## config.mk

```make
export PLATFORM = sky130hd
export DESIGN_NAME = vram_arbiter
export DESIGN_NICKNAME = d
export VERILOG_FILES = /design/src/rtl/vram_arbiter_pkg.sv /design/src/rtl/vram_cycle_timer.sv /design/src/rtl/vram_arbiter.sv
export SDC_FILE = /design/constraint.sdc
export NUM_CORES = 1
export LEC_CHECK = 0
export ABC_AREA = 1
export CORE_MARGIN = 4
export CORE_UTILIZATION = 49
export CTS_BUF_LIST = sky130_fd_sc_hd__clkbuf_4
export DETAILED_ROUTE_END_ITERATION = 6
export PLACE_DENSITY = 0.85
export RECOVER_POWER = 50
export SLEW_MARGIN = 10
export SYNTH_ARGS = -nofsm -noshare
export SYNTH_HDL_FRONTEND = slang
export SYNTH_SLANG_ARGS = --single-unit
```

## constraint.sdc

```tcl
create_clock -name clk -period 4.1 [get_ports clk]
set_clock_uncertainty 0.15 [all_clocks]
set_input_delay 1.025 -clock clk [delete_from_list [all_inputs] [get_ports clk]]
set_output_delay 1.025 -clock clk [all_outputs]
set_load 0.005 [all_outputs]
```

## src/rtl/vram_arbiter_pkg.sv

```systemverilog
// Shared definitions for the video RAM arbiter.
// FSM state encodings and requester IDs.
package vram_arbiter_pkg;

   typedef enum logic [1:0] {
      ST_IDLE = 2'd0,
      ST_VID  = 2'd1,
      ST_CPU  = 2'd2,
      ST_DONE = 2'd3
   } state_e;

   typedef enum logic {
      REQ_VID = 1'b0,
      REQ_CPU = 1'b1
   } req_id_e;

endpackage

```

## src/rtl/vram_cycle_timer.sv

```systemverilog
// Loadable down-counter timing one RAM access.
// zero marks the last strobe clock of the access.
module vram_cycle_timer #(
   parameter int W = 2
) (
   input  logic         clk,
   input  logic         rst,
   input  logic         load,
   input  logic [W-1:0] load_val,
   output logic         zero
);

   logic [W-1:0] cnt_q;

   // Load on grant, then count down and rest at zero.
   always_ff @(posedge clk) begin
      if (rst) begin
         cnt_q <= '0;
      end else if (load) begin
         cnt_q <= load_val;
      end else if (cnt_q != '0) begin
         cnt_q <= cnt_q - 1'b1;
      end
   end

   assign zero = (cnt_q == '0);

endmodule

```

## src/rtl/vram_arbiter.sv

```systemverilog
// Video RAM arbiter: video fetch (high prio) vs CPU.
// Arbitrate, access MEM_CYCLES clocks, then one-cycle ack.
module vram_arbiter
   import vram_arbiter_pkg::*;
#(
   parameter int ADDR_W        = 16,
   parameter int DATA_W        = 8,
   parameter int MEM_CYCLES    = 2,
   parameter int VID_BURST_MAX = 4
) (
   input  logic              clk,
   input  logic              rst,
   input  logic              vid_req,
   input  logic [ADDR_W-1:0] vid_addr,
   output logic              vid_ack,
   output logic [DATA_W-1:0] vid_data,
   input  logic              cpu_req,
   input  logic              cpu_we,
   input  logic [ADDR_W-1:0] cpu_addr,
   input  logic [DATA_W-1:0] cpu_wdata,
   output logic              cpu_ack,
   output logic [DATA_W-1:0] cpu_rdata,
   output logic              cpu_wait,
   output logic [ADDR_W-1:0] mem_addr,
   output logic [DATA_W-1:0] mem_wdata,
   input  logic [DATA_W-1:0] mem_rdata,
   output logic              mem_oe,
   output logic              mem_we
);

   localparam int CW = $clog2(MEM_CYCLES) + 1;
   localparam int BW = $clog2(VID_BURST_MAX + 1);
   localparam logic [CW-1:0] CYC_LOAD  = CW'(MEM_CYCLES - 1);
   localparam logic [BW-1:0] BURST_MAX = BW'(VID_BURST_MAX);

   state_e            state_q;
   logic [BW-1:0]     burst_q;
   logic [BW-1:0]     burst_d;
   logic              vid_ack_q;
   logic              cpu_ack_q;
   logic [DATA_W-1:0] vid_data_q;
   logic [DATA_W-1:0] cpu_rdata_q;
   logic [ADDR_W-1:0] mem_addr_q;
   logic [DATA_W-1:0] mem_wdata_q;
   logic              mem_oe_q;
   logic              mem_we_q;

   logic idle;
   logic vid_block;
   logic vid_grant;
   logic cpu_grant;
   logic tmr_zero;

   assign idle      = (state_q == ST_IDLE);
   assign vid_block = cpu_req & (burst_q == BURST_MAX);
   assign vid_grant = idle & vid_req & ~vid_block;
   assign cpu_grant = idle & ~vid_grant & cpu_req;

   vram_cycle_timer #(
      .W(CW)
   ) u_timer (
      .clk      (clk),
      .rst      (rst),
      .load     (vid_grant | cpu_grant),
      .load_val (CYC_LOAD),
      .zero     (tmr_zero)
   );

   // Burst count of video grants made while the CPU waits.
   always_comb begin
      burst_d = burst_q;
      if (idle) begin
         if (vid_grant && cpu_req) begin
            if (burst_q != BURST_MAX) begin
               burst_d = burst_q + 1'b1;
            end
         end else if (cpu_grant || !cpu_req) begin
            burst_d = '0;
         end
      end
   end

   // Arbitration FSM with registered strobes, data and acks.
   always_ff @(posedge clk) begin
      if (rst) begin
         state_q     <= ST_IDLE;
         burst_q     <= '0;
         vid_ack_q   <= 1'b0;
         cpu_ack_q   <= 1'b0;
         vid_data_q  <= '0;
         cpu_rdata_q <= '0;
         mem_addr_q  <= '0;
         mem_wdata_q <= '0;
         mem_oe_q    <= 1'b0;
         mem_we_q    <= 1'b0;
      end else begin
         burst_q <= burst_d;
         unique case (state_q)
            ST_IDLE: begin
               if (vid_grant) begin
                  state_q    <= ST_VID;
                  mem_addr_q <= vid_addr;
                  mem_oe_q   <= 1'b1;
               end else if (cpu_grant) begin
                  state_q     <= ST_CPU;
                  mem_addr_q  <= cpu_addr;
                  mem_wdata_q <= cpu_wdata;
                  mem_we_q    <= cpu_we;
                  mem_oe_q    <= ~cpu_we;
               end
            end
            ST_VID: begin
               if (tmr_zero) begin
                  vid_data_q <= mem_rdata;
                  mem_oe_q   <= 1'b0;
                  vid_ack_q  <= 1'b1;
                  state_q    <= ST_DONE;
               end
            end
            ST_CPU: begin
               if (tmr_zero) begin
                  if (!mem_we_q) begin
                     cpu_rdata_q <= mem_rdata;
                  end
                  mem_oe_q  <= 1'b0;
                  mem_we_q  <= 1'b0;
                  cpu_ack_q <= 1'b1;
                  state_q   <= ST_DONE;
               end
            end
            ST_DONE: begin
               vid_ack_q <= 1'b0;
               cpu_ack_q <= 1'b0;
               state_q   <= ST_IDLE;
            end
            default: begin
               state_q <= ST_IDLE;
            end
         endcase
      end
   end

   assign vid_ack   = vid_ack_q;
   assign vid_data  = vid_data_q;
   assign cpu_ack   = cpu_ack_q;
   assign cpu_rdata = cpu_rdata_q;
   assign mem_addr  = mem_addr_q;
   assign mem_wdata = mem_wdata_q;
   assign mem_oe    = mem_oe_q;
   assign mem_we    = mem_we_q;
   assign cpu_wait  = cpu_req & ~cpu_ack_q;

endmodule

```

Word level (Yosys, flattened, before mapping)
Index checks and enable logic that the tools add are counted.
{ "totals": {"regBits": 51, "output_inout_bits": 45, "inputBits": 53, "wordCells": 84} }
{ "classes": {"mux": 21, "reduce_logical": 25, "n_addsub": 2, "n_eq_ne": 12, "bitwise": 12} }
{ "ops": {"columns": ["cell", "n"], "rows": [
  ["$mux W16", 2],
  ["$reduce_bool A2 Y1", 8],
  ["$reduce_and A3 Y1", 4],
  ["$reduce_and A2 Y1", 5],
  ["$mux W3", 3],
  ["$mux W1", 8],
  ["$pmux W1 S2", 4],
  ["$and A1 B1 Y1", 6],
  ["$mux W2", 3],
  ["$ne A2 B1 Y1 const B", 3],
  ["$ne A2 B2 Y1 const B", 3],
  ["$pmux W2 S3", 1],
  ["$not A1 Y1", 5],
  ["$eq A2 B2 Y1 const B", 2],
  ["$logic_not A2 Y1", 2],
  ["$reduce_and A4 Y1", 1],
  ["$reduce_or A2 Y1", 2],
  ["$add A3 B1 Y3 const B", 1],
  ["$eq A3 B3 Y1 const B", 1],
  ["$ne A3 B1 Y1 const B", 1],
  ["$ne A3 B3 Y1 const B", 1],
  ["$eq A2 B1 Y1 const B", 1],
  ["$sub A2 B1 Y2 const B", 1],
  ["$logic_and A1 B1 Y1", 1],
  ["other kinds (3)", 3]
]} }

Logic depth before layout (Yosys ltp)
{ "logic_depth": {"ltp_word": 10, "ltp_mapped": 10, "ltp_nobuf": 9} }

By module
From an unflattened synthesis, not the netlist that was laid out.
{ "unflattened": {"cells_unflattened": 328, "hier_area_um2": 2363.5} }
{ "modules_own_cells": {"columns": ["module", "seq_area_each_um2", "n_inst", "cells_per_inst", "area_per_inst_um2"], "rows": [
  ["vram_arbiter", 980.9, 1, 311, 2249.7],
  ["vram_cycle_timer", 40.0, 1, 17, 113.9]
]} }

Worst setup path after synthesis
No wires, ideal clock.
{ "synth_timing": {"path_type": "input port to output port", "start": "input cpu_req", "end": "output cpu_wait", "path_buffers": 1, "cell_stages": 3, "t_required_ps": 2925, "path_slack_ps": 1563, "arrival_time_ps": 1362, "path_cell_list": "buf_2 -> inv_1 -> nor2_1"} }
{ "synth_between": {"elab_chain_cells": 1} }
{ "synth_lines": {"columns": ["element", "line_no", "source"], "rows": [
  ["from (decl)", "vram_arbiter.sv:17", "input logic cpu_req,"],
  ["$and A1 B1 Y1", "vram_arbiter.sv:151", "assign cpu_wait = cpu_req & ~cpu_ack_q;"],
  ["to (decl)", "vram_arbiter.sv:23", "output logic cpu_wait,"]
]} }
Every way passes these cells.

Final worst setup path
Same ends and word-level chain as after synthesis.

==> impl_results.md <==
- Result of the run: finished clean
- Critical Path Most Common Cell: clkdlybuf4s50_1
- Initial antenna violation count: 0
- Global-route wire length before repair: ~11000 µm
- Final std cell area, no fill: ~3600 µm²
- Yosys reg bits: 51
- Largest incremental delay on the critical path: 0.51 ns
- Reg2Reg Setup Slack: between 1.5 and 2 ns
- P&R area growth vs syn: 42.60%
- Layout net count: 527
- Die height: 79.84 µm
- Maximum VDD drop: 0.3503 mV
- Later-pin clock latency in the skew report: 0.38 ns
- Number of vias per cell: ~4.7
- Floorplan Core Area: between 4000 and 5000 µm²
- Relative slew slack: 35.30%
- Aggregate negative setup slack: 0 ns
- Detail Placement HPWL: between 4000 and 5000 µm
- Post-synthesis cell type with the largest combined area: dfxtp_1
- Initial core utilization: a little over half
- Total of hold buffers inserted after clock tree synthesis: 0
- CTS max path bufs: 2
- Leak Pwr: around 1.8 nW
- Hold Path Stages: 2
- WL final: roughly 6400 µm
- Kind of start point of the critical path: input pin
- Number of cell instances on the worst register-to-register path: 9
- Residual DRC: 0
- Clock transition at the register clock pins on the worst setup and hold paths after CTS: 0.15 ns
- Reg2Reg Launch Point: state_q[0]$_SDFFE_PP0P_
- Post-CTS Setup Inserts: 0
- Yosys warnings: 0
- Weighted congestion reported at the end of routability-driven placement: between 0.7 and 0.8
- Class of the most critical setup path: in -> out
- Fraction of layout instances using a drive strength above 1: approximately 3.4%
- Average cell area after synthesis: around 6.7 µm²
- Final critical-path share of the clock period: between 80 and 90%
- Number of cells upsized or downsized after cts: 0
- Final Hold Fails: 0
- Critical path, cell by cell: clkdlybuf4s50_1 -> inv_1 -> nor2_1 -> clkdlybuf4s50_1
- Crit path required time: 2.92 ns
- Gate count of the mapped netlist: 375
- Share of the core filled with cells in the final layout: approximately 74%
- Dominant synthesized flop cell: dfxtp_1
- Number of global-route vias before repair: roughly 2500
- Number of maximum-capacitance constraint violations: 0
- Seq/Total Area, Yosys: 40.38%
- Netlist area before placement: about 2500 µm²
- Highest-count cells in the layout ignoring fill and taps: 77 x inv_1, 77 x nand2_1, 62 x clkdlybuf4s50_1, 51 x dfxtp_1, 49 x nor2_1
- Slowest cell on the critical path: clkdlybuf4s50_1
- Placed Instance Area: ~3500 µm²
- Largest net degree at the start of global routing: 32
- Critical path peak fanout: 3
- Total number of clock tree sinks: between 50 and 60
- Area of the die: ~6400 µm²
- Max-slew violation count: 0
- Fmax: 297.6 MHz
- Number of failing setup endpoints in the final timing report: 0
- Root cell of the clock tree: clkbuf_4
- Async set-reset flop share out of synthesis: 0%
- Antenna Nets Post-Route: 0
- Worst hold endpoint: burst_q[0]$_SDFFE_PP0P_
- Hold WS: roughly 0.35 ns
- Port Buffer Count: 97
- RSZ-0062 raised after global routing: no
- Count of different cell masters after synthesis: 25
- Drt wl/cell: 12.03 µm
- Crit path arrival time: approximately 2.2 ns
- Clock tree from TritonCTS: yes
- Top post-synthesis cells by area: dfxtp_1 40%, inv_1 11%, nand2_1 11%, nor2_1 7.3%, nand3_1 7.1%
- Tightest Pin Transition: between 0.9 and 1 ns
- Initial DRC count: ~130
- Synthesized net count: approximately 440
- Worst Hold Launch: burst_q[0]$_SDFFE_PP0P_
- Number of buffers added by the clock tree synthesis step: 5
- Kind of path behind the tightest hold check: reg -> reg
- Share of the synthesized area in the top cell type: approximately two fifths
- Number of rows created at floorplan: 25
- Antenna diode count: 0
- Vias after detailed routing: 2519
- Number of iterations in the first detailed-routing pass: 4
- CP endpoint kind: primary output
- Power Dens Cells: 567.4 nW/µm²
- I/O pin cnt: between 90 and 100
- Total global routing overflow: 0
- Capture point of the worst reg-to-reg path: mem_wdata[4]$_SDFFE_PP0P_
- Maximum level of the CTS H-tree: 2
- Final worst path period need: roughly 3.4 ns
- Horizontal die dimension: 79.84 µm
- Number of flops mapped to enable cells by yosys: 0
- Fill cell count: 403
- Total track usage: approximately 22%
[cell type report]
| cell class | instances | area (µm²) | share of cell area, % |
|---|---|---|---|
| clock inverters | 3 | 67.56 | 1.874 |
| inverters | 80 | 301.5 | 8.362 |
| well taps | 67 | 83.83 | 2.325 |
| multi-input cells | 229 | 1112 | 30.85 |
| flip-flops and latches | 51 | 1021 | 28.31 |
| clock buffers | 5 | 37.54 | 1.041 |
| repair buffers | 99 | 982.2 | 27.24 |
[through the flow]
stage	total power, mW	setup slack (ns)	std cells
5_1_grt	2.233	0.7125	534
3_3_place_gp	1.710	0.7591	526
2_1_floorplan	1.330	1.563	375
4_1_cts	2.105	0.7393	534
6_report	2.046	0.7400	534
3_5_place_dp	1.743	0.7402	526
[cells by family after synthesis]
| family | Yosys count | synth area share [%] |
|---|---|---|
| and+or+nand+nor | 176 | 30.23 |
| buffers and inverters | 95 | 15.64 |
| DFF | 51 | 40.38 |
| AOI/OAI and AO/OA | 43 | 9.105 |
| adders and majority gates | 8 | 3.959 |
| xor gates and xnor gates | 2 | 0.6929 |
[worst max-delay path by stage]
stage | from | endpoint | slack (ns)
final | cpu_req | cpu_wait | 0.74
after global routing | cpu_req | cpu_wait | 0.71
after CTS | cpu_req | cpu_wait | 0.74
after detailed placement | cpu_req | cpu_wait | 0.74
after global placement | cpu_req | cpu_wait | 0.76
after floorplan | cpu_req | cpu_wait | 1.56
[state kept, by name, indices dropped and copies added (netlist names)]
signal	count
mem_oe	1
mem_addr	16
u_timer.cnt_q	2
vid_data	8
mem_we	1
state_q	2
vid_ack	1
cpu_ack	1
burst_q	3
cpu_rdata	8
mem_wdata	8
[worst max-delay path: cells and delay by family]
kind | cells | cell delay (ns)
buffers and inverters | 3 | 1.07
and+or+nand+nor | 1 | 0.09
[power breakdown]
part | internal [mW] | switching, mW
sequential | 0.650 | 0.0771
clock | 0.190 | 0.167
combinational | 0.443 | 0.519
total | 1.28 | 0.763
[Yosys cell counts (2+ instances only)]
cell,count
a21oi_1,23
buf_2,6
buf_4,2
buf_6,3
clkbuf_1,3
dfxtp_1,51
ha_1,8
inv_1,77
nand2_1,77
nand3_1,36
nand4_1,9
nor2_1,49
o21ai_0,18
xor2_1,2
[routing by layer]
| metal | track usage, % | vias to the layer above | wire (µm) |
|---|---|---|---|
| met5 | 0 | - | 0 |
| met4 | 6.757 | 0 | 121 |
| met3 | 5.192 | 10 | 345 |
| met2 | 38.06 | 59 | 3203 |
| met1 | 25.86 | 1126 | 2754 |
| li1 | - | 1324 | - |
No activity file was read; power rests on OpenSTA's default activity.
==> patch 1: new RTL, config.mk and constraints unchanged <==
Re-encode `state_e` (4 states) as one-hot, 4 bits wide.
--- a/src/rtl/vram_arbiter_pkg.sv
+++ b/src/rtl/vram_arbiter_pkg.sv
@@ -2,11 +2,11 @@
 // FSM state encodings and requester IDs.
 package vram_arbiter_pkg;
 
-   typedef enum logic [1:0] {
-      ST_IDLE = 2'd0,
-      ST_VID  = 2'd1,
-      ST_CPU  = 2'd2,
-      ST_DONE = 2'd3
+   typedef enum logic [3:0] {
+      ST_IDLE = 4'b0001,
+      ST_VID  = 4'b0010,
+      ST_CPU  = 4'b0100,
+      ST_DONE = 4'b1000
    } state_e;
 
    typedef enum logic {
Behaviour: no difference found for any inputs over 10 cycles, from zero or initial values and one cycle with rst high; not proved beyond that.
==> patch 1 against the original RTL <==
- the run now ends with max-capacitance violations left
- sequential cell count rose by 2
- area after synthesis fell by 6.8%
- setup slack got worse by 0.23 ns
- routed wire length fell by 12%
- cell area fell by 6.7%
- critical endpoint unchanged
- non-clock buffer count did not move
Power is not compared: it rests on default switching activity, and its combinational part moved more than twofold at a synthesized area within 25%.
==> patch 1: results (changes against the original RTL) <==
failing checks max-capacitance violations; met2 GRT Util 0.344 (-0.0369); global-route wire length before repair 9270 um (-16%); Netlist cell types 26 (+4.0%); Post-Syn Nets 366 (-16%); outcome finished, violations left; Max FO, Critical Path 6 (+3); met2 wire len 2850 um (-11%); share of layout cells above drive strength 1 0.0422 (+0.00792); r2r worst-path depth 10 (+1); synth top area cells dfxtp_1 (45%), nand2_1 (10%), inv_1 (8.6%); vias in the first global route 2039 (-18%); max cap viols 1 (+1); Layout fillers 390 (-3.2%); GRT Total Usage 0.191 (-0.0257); nets 458 (-13%); Final Wtd Congestion 0.809 (+5.9%); Global Route met3 Usage 0.0532 (+0.00132); Max-slew headroom 0.00452 (-0.349); grt met1 use 0.218 (-0.0410); CP Data Arrival Time 2.42 ns (+0.23 ns); vias per std cell 4.89 (+3.7%); largest net degree at the start of global routing 39 (+22%); sequential element share of the synthesized area 0.450 (+0.0466); M1 WL 2420 um (-12%)
==> patch 1: critical path: stages <==
cell and delay (ns):
dlygate4sd3_1 0.64, inv_1 0.13, nor2_1 0.10, clkdlybuf4s50_1 0.52
==> patch 1: kinds of logic after synthesis <==
logic type                 Yosys count  synth area share
and+or+nand+nor                    103             0.201
AOI/OAI and AO/OA                   78             0.191
buffers and inverters               71             0.134
DFF                                 53             0.450
adders and majority gates            3            0.0159
xor gates and xnor gates             2           0.00744
==> patch 1: metrics by stage <==
step                      total power (uW)  std cells  instance area [um^2]   util  worst slack (ns)
after detailed placement               996        447                  3300  0.734             0.501
final                                 1260        455                  3360  0.747             0.506
after floorplan                        830        310                  2360      -              1.73
after global placement                 984        447                  3300  0.734             0.503
after global routing                  1340        455                  3360  0.747             0.339
after CTS                             1290        455                  3390  0.752             0.501
==> patch 1: area by class of cell <==
class	count	share of cell area
Tap cell	52	0.0193
Timing Repair Buffer	99	0.292
Clock inverter	3	0.0138
Multi-Input combinational cell	186	0.285
Clock buffer	5	0.0112
Sequential cell	53	0.315
Inverter	57	0.0636
==> patch 1: path summary, 6_finish.rpt <==
check                            start  slack [ns]                         to
max                            cpu_req        0.51                   cpu_wait
min          cpu_rdata[6]$_SDFFE_PP0P_        0.30  cpu_rdata[6]$_SDFFE_PP0P_
max reg2reg    burst_q[0]$_SDFFE_PP0P_        1.25   mem_addr[9]$_SDFFE_PP0P_
min reg2reg  cpu_rdata[6]$_SDFFE_PP0P_        0.30  cpu_rdata[6]$_SDFFE_PP0P_
==> patch 1: where the power goes <==
group          switching (uW)  internal [uW]  leakage, uW
clock network             168            129    0.0000414
logic                     179            182      0.00105
registers                28.3            572     0.000434
==> patch 2: new RTL, config.mk and constraints unchanged <==
Without the edit above. `ADDR_W`: 16 -> 17.
--- a/src/rtl/vram_arbiter.sv
+++ b/src/rtl/vram_arbiter.sv
@@ -3,7 +3,7 @@
 module vram_arbiter
    import vram_arbiter_pkg::*;
 #(
-   parameter int ADDR_W        = 16,
+   parameter int ADDR_W        = 17,
    parameter int DATA_W        = 8,
    parameter int MEM_CYCLES    = 2,
    parameter int VID_BURST_MAX = 4
Interface: changed (resized cpu_addr, mem_addr and vid_addr); port bits go from 98 to 101. The function was not compared with the original's and may differ.
==> patch 2 against the original RTL <==
- setup slack got worse by 0.0030 ns
- cell area increased by 0.73%
- highest routed layer unchanged
- largest cell class unchanged
- combinational power rose by 1%
- clock power is 35% lower
- critical path type unchanged
- routed wire length stayed put
- final cell count up 3.2%
- power shrank 4.8%
- sequential cell count increased by 1
- area after synthesis rose by 1.3%
==> patch 2: results (changes against the original RTL) <==
outcome completed; M1 WL 2890 um (+4.9%); IO Port Bufs 100 (+3.1%); Die Area 0.00645 mm^2 (+1.2%); Post-Syn Nets 448 (+2.8%); Comb pwr share 0.501 (+0.031); routed len/inst 11.7 um (-3.1%); nets 543 (+3.0%); initial DRC count 127 (-1.6%); leak pwr 0.00182 uW (+1.1%); placed wire-length estimate 4860 um (+2.4%); Layout fillers 426 (+5.7%); GRT Total Usage 0.207 (-0.00973); met3 WL 304 um (-12%); Worst Tran Pin Value 1.35 ns (+0.376 ns); clk_lat worst skew 0.36 ns (-0.02 ns); max reg flops 17 (+1); Clock Power Share 0.119 (-0.055); FF-to-FF End mem_wdata[6]$_SDFFE_PP0P_; Switching Share 0.390 (+0.0165); vias in the first global route 2546 (+2.7%); Final Hold Slack 0.350 ns (+0.00274 ns); vias per std cell 4.73 (+0.34%); Reg2Reg Launch Point state_q[1]$_SDFFE_PP0P_; top cells by count, synth nand2_1 (81), inv_1 (79), dfxtp_1 (52), nor2_1 (50), nand3_1 (39); flop-to-flop setup slack 1.44 ns (-0.31 ns); Netlist cell types 20 (-20%); global-route wire length before repair 10800 um (-2.0%)
[patch 2: cell count changes in the layout (fill, tap and decap cells not counted), sizes merged]
cell,unedited run,this run
dlygate4sd3,35,30
clkdlybuf4s50,62,70
dfxtp,51,52
inv,78,82
clkinv,2,3
nand2,78,81
nand3,38,40
nand4,9,10
buf,1,3
bufinv,2,0
clkinvlp,1,0
[patch 2: cell families (layout without fill, tap and decap cells)]
kind of cell               Yosys count  count (layout)  share of synthesized area
and+or+nand+nor                    182             182                      0.301
AOI/OAI and AO/OA                   43              43                     0.0899
xor gates and xnor gates             2               2                    0.00684
buffers and inverters               98             194                      0.156
DFF                                 52              52                      0.406
adders and majority gates            8               8                     0.0391
[patch 2: per-stage QoR]
step	area, um^2	setup slack (ns)	std cells	power (uW)
floorplan	2560	1.76	385	1340
global placement	3590	0.741	543	1740
detailed placement	3590	0.723	543	1770
CTS	3650	0.731	551	2010
global route	3630	0.653	551	2130
finish	3630	0.737	551	1950
[patch 2: per-layer routing]
layer | up-vias | GRT usage
met1 | 1166 | 0.244
met3 | 10 | 0.0460
met4 | 0 | 0.0642
li1 | 1368 | -
met5 | - | 0
met2 | 64 | 0.368
[patch 2: worst max-delay path, stage by stage]
cell and delay (ns):
clkdlybuf4s50_1 0.47, inv_1 0.08, nor2_1 0.10, clkdlybuf4s50_1 0.51
[patch 2: area by class of cell]
type / instances / share of cell area
inverters: 82 / 0.0847
clock inverters: 3 / 0.00620
well taps: 70 / 0.0241
multi-input cells: 235 / 0.305
repair buffers: 104 / 0.283
clock buffers: 5 / 0.0103
flip-flops and latches: 52 / 0.287
